<file path="config.mk">
export PLATFORM = sky130hd
export DESIGN_NAME = hp_glitch_gen
export DESIGN_NICKNAME = d
export VERILOG_FILES = /design/src/rtl/hp_glitch_gen_pkg.sv /design/src/rtl/hp_glitch_gen_cycle_cnt.sv /design/src/rtl/hp_glitch_gen.sv
export SDC_FILE = /design/constraint.sdc
export NUM_CORES = 1
export LEC_CHECK = 0
export BUFFER_PORTS_ARGS = -buffer_cell sky130_fd_sc_hd__buf_2
export CAP_MARGIN = 20
export CORE_ASPECT_RATIO = 0.5
export CORE_MARGIN = 2
export CORE_UTILIZATION = 40
export CTS_CLUSTER_DIAMETER = 30
export CTS_CLUSTER_SIZE = 10
export DETAILED_ROUTE_END_ITERATION = 16
export SETUP_SLACK_MARGIN = 0.3
export SLEW_MARGIN = 20
export SYNTH_ARGS = -nofsm -noshare
export SYNTH_HDL_FRONTEND = slang
export SYNTH_SLANG_ARGS = --single-unit
</file>
<file path="constraint.sdc">
create_clock -name CK -period 5.9 [get_ports CK]
set_clock_uncertainty 0.15 [all_clocks]
set_input_delay 1.18 -clock CK [delete_from_list [all_inputs] [get_ports CK]]
set_output_delay 1.18 -clock CK [all_outputs]
set_load 0.005 [all_outputs]
</file>
<file path="src/rtl/hp_glitch_gen_pkg.sv">
// Shared types and default sizing for the glitch generator and its cycle counter.
package hp_pkg;

   localparam int HP_CNT_W = 8;
   localparam int HP_WIN   = 4;

   typedef enum logic [2:0] {
      ST_IDLE,
      ST_DELAY,
      ST_PULSE,
      ST_WATCH,
      ST_GAP,
      ST_DONE
   } hp_state_e;

endpackage

</file>
<file path="src/rtl/hp_glitch_gen_cycle_cnt.sv">
// Loadable down-counter shared by every timed phase; o_zero marks the last cycle of a phase.
module hp_cycle_cnt #(
   parameter int W = 8
) (
   input  logic         clk,
   input  logic         rst_n,
   input  logic         i_load,
   input  logic [W-1:0] i_value,
   output logic         o_zero
);

   logic [W-1:0] r_cnt;

   always_ff @(posedge clk or negedge rst_n) begin
      if (!rst_n) begin
         r_cnt <= '0;
      end else if (i_load) begin
         r_cnt <= i_value;
      end else if (r_cnt != '0) begin
         r_cnt <= r_cnt - 1'b1;
      end
   end

   assign o_zero = (r_cnt == '0);

endmodule

</file>
<file path="src/rtl/hp_glitch_gen.sv">
// Glitch sequencer: injects timed pulses onto a detector data path and scores whether
// the detector raised Alarm for each pulse.
module hp_glitch_gen import hp_pkg::*; #(
   parameter int CNT_W = HP_CNT_W,
   parameter int WIN   = HP_WIN
) (
   input  logic             CK,
   input  logic             RST_N,
   input  logic             start,
   input  logic             abort,
   input  logic [CNT_W-1:0] delay,
   input  logic [CNT_W-1:0] width,
   input  logic [CNT_W-1:0] gap,
   input  logic [CNT_W-1:0] count,
   input  logic             Alarm,
   output logic             glitch,
   output logic             busy,
   output logic             done,
   output logic [CNT_W-1:0] hits,
   output logic [CNT_W-1:0] misses
);

   localparam logic [CNT_W-1:0] WIN_M1 = CNT_W'(WIN - 1);

   hp_state_e        r_state;
   hp_state_e        w_nextState;
   logic [CNT_W-1:0] r_width;
   logic [CNT_W-1:0] r_gap;
   logic [CNT_W-1:0] r_count;
   logic [CNT_W-1:0] r_pulsesLeft;
   logic [CNT_W-1:0] r_hits;
   logic [CNT_W-1:0] r_misses;
   logic             r_alarmSeen;
   logic             r_glitch;
   logic             r_busy;
   logic             r_done;
   logic             w_cntLoad;
   logic [CNT_W-1:0] w_cntValue;
   logic             w_cntZero;
   logic             w_pulseDone;
   logic [CNT_W-1:0] w_pulseLen;

   hp_cycle_cnt #(.W(CNT_W)) u_cnt (
      .clk     (CK),
      .rst_n   (RST_N),
      .i_load  (w_cntLoad),
      .i_value (w_cntValue),
      .o_zero  (w_cntZero)
   );

   // The counter holds "cycles remaining minus one", so width=0 still yields one pulse cycle.
   assign w_pulseLen = (r_width == '0) ? '0 : r_width - 1'b1;

   always_comb begin
      w_nextState = r_state;
      w_cntLoad   = 1'b0;
      w_cntValue  = '0;
      w_pulseDone = 1'b0;
      if (abort) begin
         w_nextState = ST_IDLE;
      end else begin
         case (r_state)
            ST_IDLE: begin
               if (start) begin
                  w_nextState = ST_DELAY;
                  w_cntLoad   = 1'b1;
                  w_cntValue  = delay;
               end
            end
            ST_DELAY: begin
               if (r_count == '0) begin
                  w_nextState = ST_DONE;
               end else if (w_cntZero) begin
                  w_nextState = ST_PULSE;
                  w_cntLoad   = 1'b1;
                  w_cntValue  = w_pulseLen;
               end
            end
            ST_PULSE: begin
               if (w_cntZero) begin
                  w_nextState = ST_WATCH;
                  w_cntLoad   = 1'b1;
                  w_cntValue  = WIN_M1;
               end
            end
            ST_WATCH: begin
               if (w_cntZero) begin
                  w_pulseDone = 1'b1;
                  if (r_pulsesLeft > CNT_W'(1)) begin
                     w_cntLoad = 1'b1;
                     if (r_gap == '0) begin
                        w_nextState = ST_PULSE;
                        w_cntValue  = w_pulseLen;
                     end else begin
                        w_nextState = ST_GAP;
                        w_cntValue  = r_gap - 1'b1;
                     end
                  end else begin
                     w_nextState = ST_DONE;
                  end
               end
            end
            ST_GAP: begin
               if (w_cntZero) begin
                  w_nextState = ST_PULSE;
                  w_cntLoad   = 1'b1;
                  w_cntValue  = w_pulseLen;
               end
            end
            ST_DONE: w_nextState = ST_IDLE;
            default: w_nextState = ST_IDLE;
         endcase
      end
   end

   // Outputs are registered from the next state so they track the state register exactly.
   always_ff @(posedge CK or negedge RST_N) begin
      if (!RST_N) begin
         r_state      <= ST_IDLE;
         r_width      <= '0;
         r_gap        <= '0;
         r_count      <= '0;
         r_pulsesLeft <= '0;
         r_hits       <= '0;
         r_misses     <= '0;
         r_alarmSeen  <= 1'b0;
         r_glitch     <= 1'b0;
         r_busy       <= 1'b0;
         r_done       <= 1'b0;
      end else begin
         r_state  <= w_nextState;
         r_glitch <= (w_nextState == ST_PULSE);
         r_busy   <= (w_nextState != ST_IDLE);
         r_done   <= (w_nextState == ST_DONE);

         if (r_state == ST_IDLE && start && !abort) begin
            r_width      <= width;
            r_gap        <= gap;
            r_count      <= count;
            r_pulsesLeft <= count;
            r_hits       <= '0;
            r_misses     <= '0;
         end

         if (w_nextState == ST_PULSE && r_state != ST_PULSE) begin
            r_alarmSeen <= 1'b0;
         end else if ((r_state == ST_PULSE || r_state == ST_WATCH) && Alarm) begin
            r_alarmSeen <= 1'b1;
         end

         // Alarm in the final WATCH cycle still counts, hence the direct OR with Alarm.
         if (w_pulseDone) begin
            r_pulsesLeft <= r_pulsesLeft - 1'b1;
            if (r_alarmSeen || Alarm) begin
               if (r_hits != '1) r_hits <= r_hits + 1'b1;
            end else begin
               if (r_misses != '1) r_misses <= r_misses + 1'b1;
            end
         end
      end
   end

   assign glitch = r_glitch;
   assign busy   = r_busy;
   assign done   = r_done;
   assign hits   = r_hits;
   assign misses = r_misses;

endmodule

</file>
## Yosys cells after proc, flatten, opt, wreduce, memory -nomap -nowiden

Cells that the tools add are included.

| word-level totals | value |
|---|---|
| register bits | 63 |
| bits in latches | 0 |
| bits in writable memories | 0 |
| memory bits (read-only) | 0 |
| input port bits | 37 |
| output and inout bits | 19 |
| memories | 0 |

| operators by class | value |
|---|---|
| add/subtract/negate cells | 6 |
| multipliers | 0 |
| divide/modulo/power cells | 0 |
| $lt $le $gt $ge | 1 |
| equal/unequal tests | 9 |
| shifts and indexed selects | 0 |
| mux-type cells | 42 |
| bitwise gates (word level) | 0 |
| reduce and logical (&&, ||, !) cells | 18 |

Operators with widths:

| kind | count |
|---|---|
| 2-to-1 mux 8 bit | 20 |
| case mux 8 bit (5 select lines) | 1 |
| zero test 8 bit | 4 |
| subtractor 8 x 1 -> 8 bit, second input constant | 4 |
| 2-to-1 mux 3 bit | 8 |
| adder 8 x 1 -> 8 bit, second input constant | 2 |
| inequality test 8 bit, second input constant | 2 |
| case mux 3 bit (5 select lines) | 1 |
| 2-to-1 mux 1 bit | 10 |
| == test 3 x 2 -> 1 bit, second input constant | 3 |
| > comparator 8 x 1 -> 1 bit, second input constant | 1 |
| nonzero test 8 bit | 1 |
| == test 3 bit, second input constant | 2 |
| nonzero test 2 bit | 3 |
| logical AND 1 bit | 4 |
| case mux 1 bit (4 select lines) | 1 |
| == test 3 x 1 -> 1 bit, second input constant | 1 |
| zero test 3 bit | 1 |
| inequality test 3 x 2 -> 1 bit, second input constant | 1 |
| nonzero test 3 bit | 1 |
| logical OR 1 bit | 2 |
| 2-to-1 mux 2 bit | 1 |
| OR reduction 2 bit | 1 |
| zero test 1 bit | 1 |

## Longest topological paths before layout

Gate-level depths: netlist of run 1.

| logic depth | value |
|---|---|
| depth in word-level cells | 9 |
| mapped depth | 9 |
| mapped depth without buffers | 8 |

## Cells and area by module

A second synthesis of run 1 with hierarchy kept.

| second synthesis, totals | value |
|---|---|
| cells, all modules | 404 |
| area, all modules | 3604.7 µm² |

By module, submodules not included:

| module | times used | cells each | area an instance (µm²) | sequential area each (µm²) |
|---|---|---|---|---|
| hp_glitch_gen | 1 | 350 | 3128.0 | 1376.3 |
| hp_cycle_cnt | 1 | 54 | 476.7 | 200.2 |

## Least setup slack after synthesis of run 1

OpenSTA, ideal clock, no wires.

| timing | value |
|---|---|
| path type | input to register |
| start point | input port abort |
| end point | register r_misses[7] (netlist: misses[7]) |
| library setup time | 0.127 ns |
| arrival time | 2.518 ns |
| path slack | 3.105 ns |
| stages | 5 |
| cells stage by stage | and4bb_2 > nand4_1 > or4_1 > o211ai_1 > o21ai_1 |

| on the way | value |
|---|---|
| cells in the longest elaborated chain, start to end | 6 |

Ends and longest elaborated chain:

| item | line | RTL |
|---|---|---|
| start, declared | hp_glitch_gen.sv:10 | `input logic abort,` |
| zero test 1 bit | hp_glitch_gen.sv:136 | `if (r_state == ST_IDLE && start && !abort) begin` |
| logical AND 1 bit | hp_glitch_gen.sv:136 |  |
| 2-to-1 mux 8 bit | hp_glitch_gen.sv:136 |  |
| 2-to-1 mux 8 bit | hp_glitch_gen.sv:157 | `if (r_misses != '1) r_misses <= r_misses + 1'b1;` |
| 2-to-1 mux 8 bit | hp_glitch_gen.sv:154 | `if (r_alarmSeen \|\| Alarm) begin` |
| 2-to-1 mux 8 bit * | hp_glitch_gen.sv:152 | `if (w_pulseDone) begin` |
| end signal, assigned | hp_glitch_gen.sv:157 |  |
| end, declared | hp_glitch_gen.sv:32 | `logic [CNT_W-1:0] r_misses;` |

Every way passes the cells marked *; elsewhere a longest branch is shown, timed or not.
A chain may end at the register's enable or synchronous reset.

## Worst setup path in the final report of run 1

| timing | value |
|---|---|
| start point | register u_cnt.r_cnt[0] |
| end point | register r_misses[4] (netlist: misses[4]) |

| on the way | value |
|---|---|
| cells in the longest elaborated chain, start to end | 5 |

Ends and longest elaborated chain:

| item | line | RTL |
|---|---|---|
| start, declared | hp_glitch_gen_cycle_cnt.sv:12 | `logic [W-1:0] r_cnt;` |
| start signal, assigned | hp_glitch_gen_cycle_cnt.sv:18 | `r_cnt <= i_value;` |
| start signal, assigned | hp_glitch_gen_cycle_cnt.sv:20 | `r_cnt <= r_cnt - 1'b1;` |
| zero test 8 bit | hp_glitch_gen_cycle_cnt.sv:24 | `assign o_zero = (r_cnt == '0);` |
| 2-to-1 mux 1 bit | hp_glitch_gen.sv:87 | `if (w_cntZero) begin` |
| 2-to-1 mux 1 bit | hp_glitch_gen.sv:62 | `case (r_state)` |
| 2-to-1 mux 1 bit | hp_glitch_gen.sv:59 | `if (abort) begin` |
| 2-to-1 mux 8 bit | hp_glitch_gen.sv:152 |  |

No other way between the ends.

==> impl_results.md, run 1 <==
- Core area: 8860 µm²
- Critical-path maximum fanout: 14
- Sequential-to-total area share from yosys stat: 42.5%
- Syn Nets: around 460
- Most instantiated cells after synthesis: nand2_1, dfrtp_1, nor2_1
- Vias per cell: between 5 and 6
- Required time worst endpoint: 5.98 ns
- Routed wire length: 8.69 mm
- Fin crit share: approximately 54%
- Global-route wire length before repair: 14.6 mm
- Chip height: between 70 and 80 µm
- Total of max-cap violations: 0
- Post-DP HPWL: 6.20 mm
- Leak: about 0.0021 µW
- First-pass detailed-route iteration total: 10
- Buffer levels on the longest clock path: 2
- Area growth syn-to-layout: 19.2%
- Die ar.: 10100 µm²
- Initial Util: 41.9%
- Util after Layout: around 50%
- Worst hold path class: register to register
- Initial antenna violation count: 0
- Pwr dens: 348 nW/µm²
- Peak VDD IR: 154 µV
- Synth Flop Type: dfrtp_1
- Buffers on Ports: 55
- CP bufs+invs: 1
- Site Rows: 24
- Launch point of the worst reg-to-reg path: u_cnt.r_cnt[0]$_DFFE_PN0P_
- Gr ovfl total: 0
- Gpl congestion: 0.764
- Remaining antenna violation count: 0
- CTS Buf Count: 9
- Count leader, synth: nand2_1
- I/O pin cnt: 56
- Largest net degree at the start of global routing: 64
- DIE WIDTH: about 140 µm
- Mean Syn Cell Area: 9.09 µm²
- Worst slew pin tran: a little over 0.9 ns
- DR WL/cell: 14.9 µm
- FFs w/ async S/R, synth: 100%
- Post-synth EDFFs: 0
- Vias in the first global route: 2963
- Post-Syn Instances: roughly 410
- Clk sink count: 63
- # diodes: 0
- Clock Latency Late Sink: around 0.33 ns
- Final hold slack: 0.321 ns
- Failing checks: design-rule violations
- WP data arrival: 3.25 ns
- Critical path's top delay family: simple AND/OR/NAND/NOR gates
- Cell Area, Synth: 3710 µm²
- Hold path startpoint: r_count[1]$_DFFE_PN0P_
- Final-report hold violation count: 0
- Fin Setup TNS: 0 ns
- Outcome: complete, but fails checks
- Yosys warning count: 0
- Critical Path Sink Type: register
- Nets: 510
- Slowest-stage cell, CP: nor3b_2
- Crit path from: u_cnt.r_cnt[0]$_DFFE_PN0P_
- CTS tree: yes
- Vias: 3109
- Post-synthesis register bit count: 63
- Max Fclk: approximately 0.31 GHz
- Setup bufs post-CTS: 0
- Clock root buffer: clkbuf_16
- Crit-path max cell delay: 0.76 ns
- H-tree depth: 3
- Clock transition at path regs: 0.06 ns
- GRT Total Usage: 18.5%
- Area leader, netlist: dfrtp_1
- # setup viols final: 0
- Critical path launch point type: register
- CTS Hold Bufs: 0
- Min Tclk post-route: 3.18 ns
- Post-CTS sizing: 0
- Critical path type: register to register
- RSZ-0062 raised after global routing: no
- Detailed Route Iter0 Violations: 170
- Synth area leaders: dfrtp_1, nand2_1, mux2i_1
- Ratio of cells with drive above 1 in the final layout: between 10% and 20%
- Slew HR: a little under two fifths
- Worst path cell trace: inv_1 -> ha_1 -> nor3b_2 -> nand4_1 -> a31oi_1 -> o22ai_1 -> a21o_1
- Distinct cells, synth: 63
- Post-route DRC violation count: 3
- Synth top area share: 42.5%
- Final Max Tran Viols: 0
cell families after synthesis:
kind of cell    Yosys count  synth area share [%]
xor+xnor                 14                  3.31
compound gates           86                  17.8
fa+ha+maj                10                  3.37
mux                      17                  4.66
flops                    63                  42.5
simple gates            189                  24.8
buf+inv                  29                  3.51
layer usage:
layer	global-route usage (%)	wire length [µm]	vias to the layer above
met5	0	0	-
met4	5.05	70	0
met3	5.81	445	5
met2	27.8	3790	60
met1	26.1	4390	1469
li1	-	-	1575
worst paths after layout:
path | endpoint | cells past startpoint | slack (ns)
max | misses[4]$_DFF_PN0_ | 7 | 2.72
min | r_count[1]$_DFFE_PN0P_ | 2 | 0.32
max reg2reg | misses[4]$_DFF_PN0_ | 7 | 2.72
min reg2reg | r_count[1]$_DFFE_PN0P_ | 2 | 0.32
max in group asynchronous | u_cnt.r_cnt[2]$_DFFE_PN0P_ | 2 | 4.18
min in group asynchronous | r_count[5]$_DFFE_PN0P_ | 2 | 0.88
cell type report:
type	instances	area, µm²
fill	858	4440
multi-input combinational	316	2010
sequential	63	1580
timing repair buffer	59	305
clock buffer	10	239
tap	117	146
clock inverter	6	92.6
inverter	14	52.6
sequential cells by signal, indices dropped and copies added, names as in the netlist:
name	flops
hits	8
r_gap	8
u_cnt.r_cnt	8
glitch	1
done	1
r_alarmSeen	1
misses	8
r_state	3
r_width	8
r_count	8
r_pulsesLeft	8
busy	1
layout by cell type (no fill, tap or decap), types with 6 or more instances in the layout:
| master | Yosys | routed |
|---|---|---|
| o211ai_1 | 9 | 9 |
| a31oi_1 | 6 | 6 |
| nor3b_1 | 7 | 7 |
| xor2_1 | 7 | 7 |
| buf_2 | 5 | 55 |
| nand2_1 | 105 | 105 |
| a221o_1 | 6 | 6 |
| clkbuf_16 | 0 | 9 |
| a211oi_1 | 7 | 7 |
| nor2_1 | 22 | 22 |
| xnor2_1 | 7 | 7 |
| o21ai_0 | 20 | 20 |
| dfrtp_1 | 63 | 63 |
| nor3_1 | 10 | 10 |
| mux2i_1 | 15 | 15 |
| ha_1 | 10 | 10 |
| inv_1 | 14 | 14 |
worst min-delay path: cells and delay by family (launching register included):
kind | cells | cell delay, ns
and+or+nand+nor | 2 | 0.11
DFF | 1 | 0.33
per-stage QoR:
step	total power [µW]	area (µm²)	setup WS (ns)	instances
2_1_floorplan	862	3710	3.11	408
3_3_place_gp	950	4090	2.69	569
3_5_place_dp	958	4090	2.67	569
5_1_grt	1630	4420	2.40	585
6_report	1540	4420	2.72	585
4_1_cts	1550	4420	2.74	585
report_power, final:
part	internal, µW	switching (µW)	total [µW]
Combinational	155	197	352
Clock	383	202	586
Sequential	512	87.3	599
Total	1050	487	1540
No activity file was read; power rests on OpenSTA's default activity.
==> run 2: changes to the inputs <==
==> constraint.sdc (replaced) <==
create_clock -name CK -period 3.07 [get_ports CK]
set_clock_uncertainty 0.15 [all_clocks]
set_input_delay 0.614 -clock CK [delete_from_list [all_inputs] [get_ports CK]]
set_output_delay 0.614 -clock CK [all_outputs]
set_load 0.005 [all_outputs]
==> run 2 against run 1 <==
The flow still finishes with violations (design-rule violations). Clock-buffer cell count up 1. Worst setup slack worse by 2.2 ns. Largest cell class unchanged. Utilization up 0.83 points. Power up 95%. Flip-flop and latch count unchanged. Non-clock buffer count up 8. Cell area up 1.7%. Register-to-register slack worse by 2.2 ns. Die area unchanged. Hold slack worse by 0.20 ns. Clock power up 95%. Combinational power up 100%.
==> impl_results.md, run 2 (synthesis gave the netlist of run 1 again) <==
- H-tree depth: 3 (unchanged)
- First-pass detailed-route iteration total: 13 (+3)
- Placed cell areas: 4160 µm² (+1.8%)
- Ratio of cells with drive above 1 in the final layout: 21.0% (+1.4 points)
- Setup bufs post-CTS: 0 (unchanged)
- Vias per cell: 5.29 (-0.46%)
- DR WL/cell: 15.3 µm (+2.7%)
- Clock transition at path regs: 0.05 ns (about the same)
- Slew HR: 61.3% (+24 points)
- CTS tree: yes
- Non-Filler Instances: 593 (+1.4%)
- Routed wire length: 9.05 mm (+4.1%)
- Layout filler cell count: 865 (+0.82%)
- Area growth syn-to-layout: 21.2%
- R2r setup slk: 0.50 ns (-2.22 ns)
- Detailed Route Iter0 Violations: 192 (+13%)
- Worst hold path class: primary input to async pin
- Die ar.: 10100 µm² (unchanged)
- Chip height: 72.1 µm (unchanged)
- Vias: 3137 (+0.90%)
- I/O pin cnt: 56 (unchanged)
- CTS Buf Count: 9 (unchanged)
- Pwr dens: 667 nW/µm² (+92%)
- Final Max Tran Viols: 0 (unchanged)
- FF-to-FF path depth: 5 (-2)
- Post-CTS sizing: 0 (unchanged)
- Gpl congestion: 0.820 (+7.4%)
- Fin area: 4490 µm² (+1.7%)
- Post-route DRC violation count: 3 (unchanged)
- CTS Hold Bufs: 0 (unchanged)
- Register Area: 1580 µm² (unchanged)
- RR Endpoint: misses[7]$_DFF_PN0_
- Critical Path Sink Type: register
- # diodes: 0 (unchanged)
- # setup viols final: 0 (unchanged)
- Clock root buffer: clkbuf_16
- Global-route wire length before repair: 15.2 mm (+4.1%)
- Gr ovfl total: 0 (unchanged)
- Vias in the first global route: 3095 (+4.5%)
- Nets: 518 (+1.6%)
- Crit path to: misses[7]$_DFF_PN0_
- GRT Total Usage: 19.2% (+0.66 points)
- Critical path launch point type: register
- Leak: 0.00219 µW (+2.2%)
- Buffer levels on the longest clock path: 2 (unchanged)
- Largest net degree at the start of global routing: 64 (unchanged)
- Worst slew pin tran: 0.579 ns (-0.350 ns)
- Clk sink count: 63 (unchanged)
- Crit path from: u_cnt.r_cnt[4]$_DFFE_PN0P_
- Critical path type: register to register
- Required time worst endpoint: 3.13 ns (-2.85 ns)
- Fin crit share: 83.8% (+30 points)
- Launch point of the worst reg-to-reg path: u_cnt.r_cnt[4]$_DFFE_PN0P_
- Outcome: complete, but fails checks
- Min Tclk post-route: 2.57 ns (-0.606 ns)
- Remaining antenna violation count: 0 (unchanged)
- Footprint of the multi-input gates: 2010 µm² (unchanged)
- Buffers on Ports: 55 (unchanged)
- Clock Latency Late Sink: 0.33 ns (about the same)
- Total of max-cap violations: 0 (unchanged)
- Failing checks: design-rule violations
- Peak VDD IR: 319 µV (+110%)
- DIE WIDTH: 140 µm (unchanged)
- Fin Setup TNS: 0 ns (unchanged)
- Most frequent cells in the layout: nand2_1, dfrtp_1, buf_2
- Site Rows: 24 (unchanged)
- WP data arrival: 2.63 ns (-0.62 ns)
- Post-DP HPWL: 6.44 mm (+4.0%)
- Commonest non-fill, non-tap cell in the layout: nand2_1
- Core area: 8860 µm² (unchanged)
- Initial antenna violation count: 0 (unchanged)
- RSZ-0062 raised after global routing: no
- Placed Cells: 577 (+1.4%)
- Max Fclk: 0.389 GHz (+24%)
- Final-report hold violation count: 0 (unchanged)
- Initial Util: 41.9% (unchanged)
- Critical-path maximum fanout: 7 (-7)
==> run 2: cell types whose count changed in the layout (fill, tap and decap cells not counted) <==
cell,previous run,this run
clkinv_4,1,0
clkinv_2,0,1
inv_6,1,0
buf_4,4,11
buf_12,0,1
clkbuf_8,1,2
==> run 2: routing by layer <==
metal | track usage, % | share of wire [%] | vias to the layer above
met3 | 5.28 | 4.3 | 8
met5 | 0 | 0 | -
met1 | 26.7 | 52 | 1486
li1 | - | - | 1583
met2 | 29.5 | 43 | 60
met4 | 6.06 | 0.91 | 0
==> run 2: stage by stage <==
stage	power (µW)	utilization, %	hold WS (ns)	setup slack (ns)
after floorplan	1660	-	0.168	0.758
after global placement	1850	47.0	0.298	0.550
after detailed placement	1860	47.0	0.303	0.502
after CTS	3020	50.7	0.148	0.496
after global routing	3180	50.7	0.173	0.325
final	3000	50.7	0.124	0.499
==> run 2: cell type report <==
cell class / count / area share (%)
Multi-Input combinational cell: 316 / 44.7
Sequential cell: 63 / 35.1
Timing Repair Buffer: 67 / 8.41
Clock buffer: 11 / 5.63
Tap cell: 117 / 3.26
Clock inverter: 5 / 1.78
Inverter: 14 / 1.17
==> run 2: worst min path at each step <==
stage                                  end  slack [ns]              startpoint  depth (start not counted)
finish              r_count[4]$_DFFE_PN0P_        0.12                   RST_N                          2
global route        r_count[4]$_DFFE_PN0P_        0.17                   RST_N                          2
CTS                    misses[1]$_DFF_PN0_        0.15                   RST_N                          2
detailed placement  r_count[6]$_DFFE_PN0P_        0.30  r_count[6]$_DFFE_PN0P_                          2
global placement    r_count[6]$_DFFE_PN0P_        0.30  r_count[6]$_DFFE_PN0P_                          2
floorplan                   busy$_DFF_PN0_        0.17                   RST_N                          0
==> run 2: worst max-delay path, stage by stage, from the launching register on <==
cell and delay [ns]:
dfrtp_1 0.43, nor4_4 0.57, nand4_1 0.40, or4_1 0.64, o211ai_1 0.18, o21ai_1 0.08
==> run 2: where the power goes <==
part | internal [µW] | switching [µW] | total (µW)
logic | 315 | 393 | 708
registers | 983 | 169 | 1150
clock network | 753 | 382 | 1140
total | 2050 | 944 | 3000
==> run 3: changes to the inputs <==
==> constraint.sdc (replaced) <==
create_clock -name CK -period 2.31 [get_ports CK]
set_clock_uncertainty 0.15 [all_clocks]
set_input_delay 0.462 -clock CK [delete_from_list [all_inputs] [get_ports CK]]
set_output_delay 0.462 -clock CK [all_outputs]
set_load 0.005 [all_outputs]
==> run 3 against run 2 <==
Routed wire length increased by 7.0%. The run still ends with design-rule violations left. Cell count increased by 7.8%. Via count increased by 7.1%.
==> impl_results.md, run 3 (synthesis gave the netlist of run 1 again) <==
- Critical Path Sink Type: register
- Gr ovfl total: 0 (unchanged)
- Area growth syn-to-layout: 40.3%
- Final Max Tran Viols: 0 (unchanged)
- Global-route wire length before repair: 15.8 mm (+4.2%)
- # setup viols final: 0 (unchanged)
- # diodes: 0 (unchanged)
- Fin crit share: 96.0% (+12 points)
- Max Fclk: 0.451 GHz (+16%)
- Worst path most repeated cell: buf_6
- Critical path type: register to register
- Gpl congestion: 0.825 (+0.60%)
- Critical-path maximum fanout: 4 (-3)
- Initial Util: 41.9% (unchanged)
- I/O pin cnt: 56 (unchanged)
- Worst Setup Slack, final: 0.0917 ns (-0.407 ns)
- DR WL/cell: 15.2 µm (-0.72%)
- Routed wire length: 9.68 mm (+7.0%)
- Failing checks: design-rule violations
- CP bufs+invs: 3 (+3)
- RSZ-0062 raised after global routing: yes
- Required time worst endpoint: 2.42 ns (-0.71 ns)
- Slew HR: 61.9% (+0.59 points)
- Clock root buffer: clkbuf_16
- Buffer levels on the longest clock path: 2 (unchanged)
- H-tree depth: 3 (unchanged)
- Crit-path max cell delay: 0.56 ns (-0.08 ns)
- Commonest non-fill, non-tap cell in the layout: nand2_1
- WP data arrival: 2.33 ns (-0.30 ns)
- Final-report hold violation count: 0 (unchanged)
- Critical path's top delay family: compound AO/OA/AOI/OAI gates
- CTS tree: yes
- Critical path launch point type: register
- DIE WIDTH: 140 µm (unchanged)
- Most frequent cells in the layout: nand2_1, dfrtp_1, buf_2
- Clock Latency Late Sink: 0.33 ns (about the same)
- Post-route DRC violation count: 3 (unchanged)
- Die ar.: 10100 µm² (unchanged)
- Ratio of cells with drive above 1 in the final layout: 35.8% (+15 points)
- Post-DP HPWL: 6.81 mm (+5.6%)
- Chip height: 72.1 µm (unchanged)
- Initial antenna violation count: 0 (unchanged)
- Fin Setup TNS: 0 ns (unchanged)
- Worst slew pin tran: 0.569 ns (-0.00966 ns)
- Largest net degree at the start of global routing: 35 (-45%)
- Buffers on Ports: 55 (unchanged)
- Remaining antenna violation count: 0 (unchanged)
- Clock transition at path regs: 0.06 ns (about the same)
- Detailed Route Iter0 Violations: 213 (+11%)
- Outcome: complete, but fails checks
- Register Area: 1580 µm² (+0.16%)
- Worst hold path class: primary input to register
- Leak: 0.00252 µW (+15%)
- CTS Buf Count: 9 (unchanged)
- Min Tclk post-route: 2.22 ns (-0.353 ns)
- Clk sink count: 63 (unchanged)
- Footprint of the multi-input gates: 2260 µm² (+12%)
- Total of max-cap violations: 0 (unchanged)
- Worst path cell trace: or4_4 -> o311ai_4 -> buf_6 -> o32ai_4 -> buf_6 -> o21ai_4 -> inv_2 -> a21oi_1
- Site Rows: 24 (unchanged)
- Core area: 8860 µm² (unchanged)
- First-pass detailed-route iteration total: 10 (-3)
- Pwr dens: 856 nW/µm² (+28%)
- Nets: 564 (+8.9%)
- Vias per cell: 5.26 (-0.60%)
- Vias: 3360 (+7.1%)
- Peak VDD IR: 416 µV (+31%)
- Slowest-stage cell, CP: or4_4
- Layout filler cell count: 749 (-13%)
- Vias in the first global route: 3197 (+3.3%)
- GRT Total Usage: 19.9% (+0.72 points)
- Pre-CTS setup slack: 0.00209 ns (-0.500 ns)
## run 3: changes by cell type in the layout (fill, tap and decap cells not counted), moves of 4 or more
cell,delta
inv_2,+5
buf_6,+14
o21ai_1,+6
a211oi_1,-5
inv_1,-5
nand2_2,+5
nand2_1,-6
o21ai_2,+4
a31oi_1,-5
o21ai_0,-11
a211oi_2,+5
buf_4,+27
## run 3: layout make-up
type	count	share of cell area, %
tap	117	2.82
clock buffer	11	4.67
inverter	14	1.01
sequential	63	30.4
timing repair buffer	113	15.7
multi-input combinational	316	43.4
clock inverter	5	2.02
## run 3: per-layer routing
layer  wire length [µm]  global-route usage, %  vias to the layer above  part of all wire, %
li1                   -                      -                     1676                    -
met1               4760                   27.9                     1609                   49
met2               4400                   30.6                       69                   45
met3                471                   5.68                        6                  4.9
met4                 52                   5.50                        0                 0.54
met5                  0                      0                        -                    0
## run 3: worst min-delay path, cell delays in order
cell     delay, ns
buf_2         0.07
nand2_1       0.04
nand2_1       0.04
## run 3: worst paths after layout
path / depth (start not counted) / slack, ns / end / start
setup / recovery: 8 / 0.09 / r_alarmSeen$_DFFE_PN0P_ / r_pulsesLeft[5]$_DFFE_PN0P_
hold / removal: 3 / 0.17 / r_width[2]$_DFFE_PN0P_ / width[2]
hold reg to reg: 2 / 0.32 / r_count[2]$_DFFE_PN0P_ / r_count[2]$_DFFE_PN0P_
setup reg to reg: 8 / 0.09 / r_alarmSeen$_DFFE_PN0P_ / r_pulsesLeft[5]$_DFFE_PN0P_
max in group asynchronous: 3 / 1.01 / r_state[0]$_DFF_PN0_ / RST_N
min in group asynchronous: 2 / 0.40 / misses[3]$_DFF_PN0_ / RST_N
## run 3: repair_timing
action,in CTS,in global routing
setup buffers,20,8
endpoints found under the hold margin,9,0
hold buffers,1,0
pin swaps,14,26
gates resized for setup,23,47
endpoints found under the setup margin,32,46
## run 3: per-stage QoR
| step | utilization (%) | hold WS [ns] | std cells | power, µW | area [µm²] |
|---|---|---|---|---|---|
| 4_1_cts | 56.2 | 0.154 | 631 | 4390 | 4980 |
| 3_3_place_gp | 49.4 | 0.225 | 594 | 2620 | 4370 |
| 6_report | 58.7 | 0.166 | 639 | 4450 | 5200 |
| 2_1_floorplan | - | 0.0164 | 408 | 2260 | 3780 |
| 3_5_place_dp | 49.4 | 0.220 | 594 | 2630 | 4370 |
| 5_1_grt | 58.7 | 0.174 | 639 | 4700 | 5200 |
## run 3: power by group
| part | switching, µW | internal (µW) | total (µW) | leakage (µW) |
|---|---|---|---|---|
| logic | 673 | 676 | 1350 | 0.00155 |
| clock network | 497 | 1080 | 1580 | 0.000162 |
| registers | 216 | 1310 | 1520 | 0.000805 |
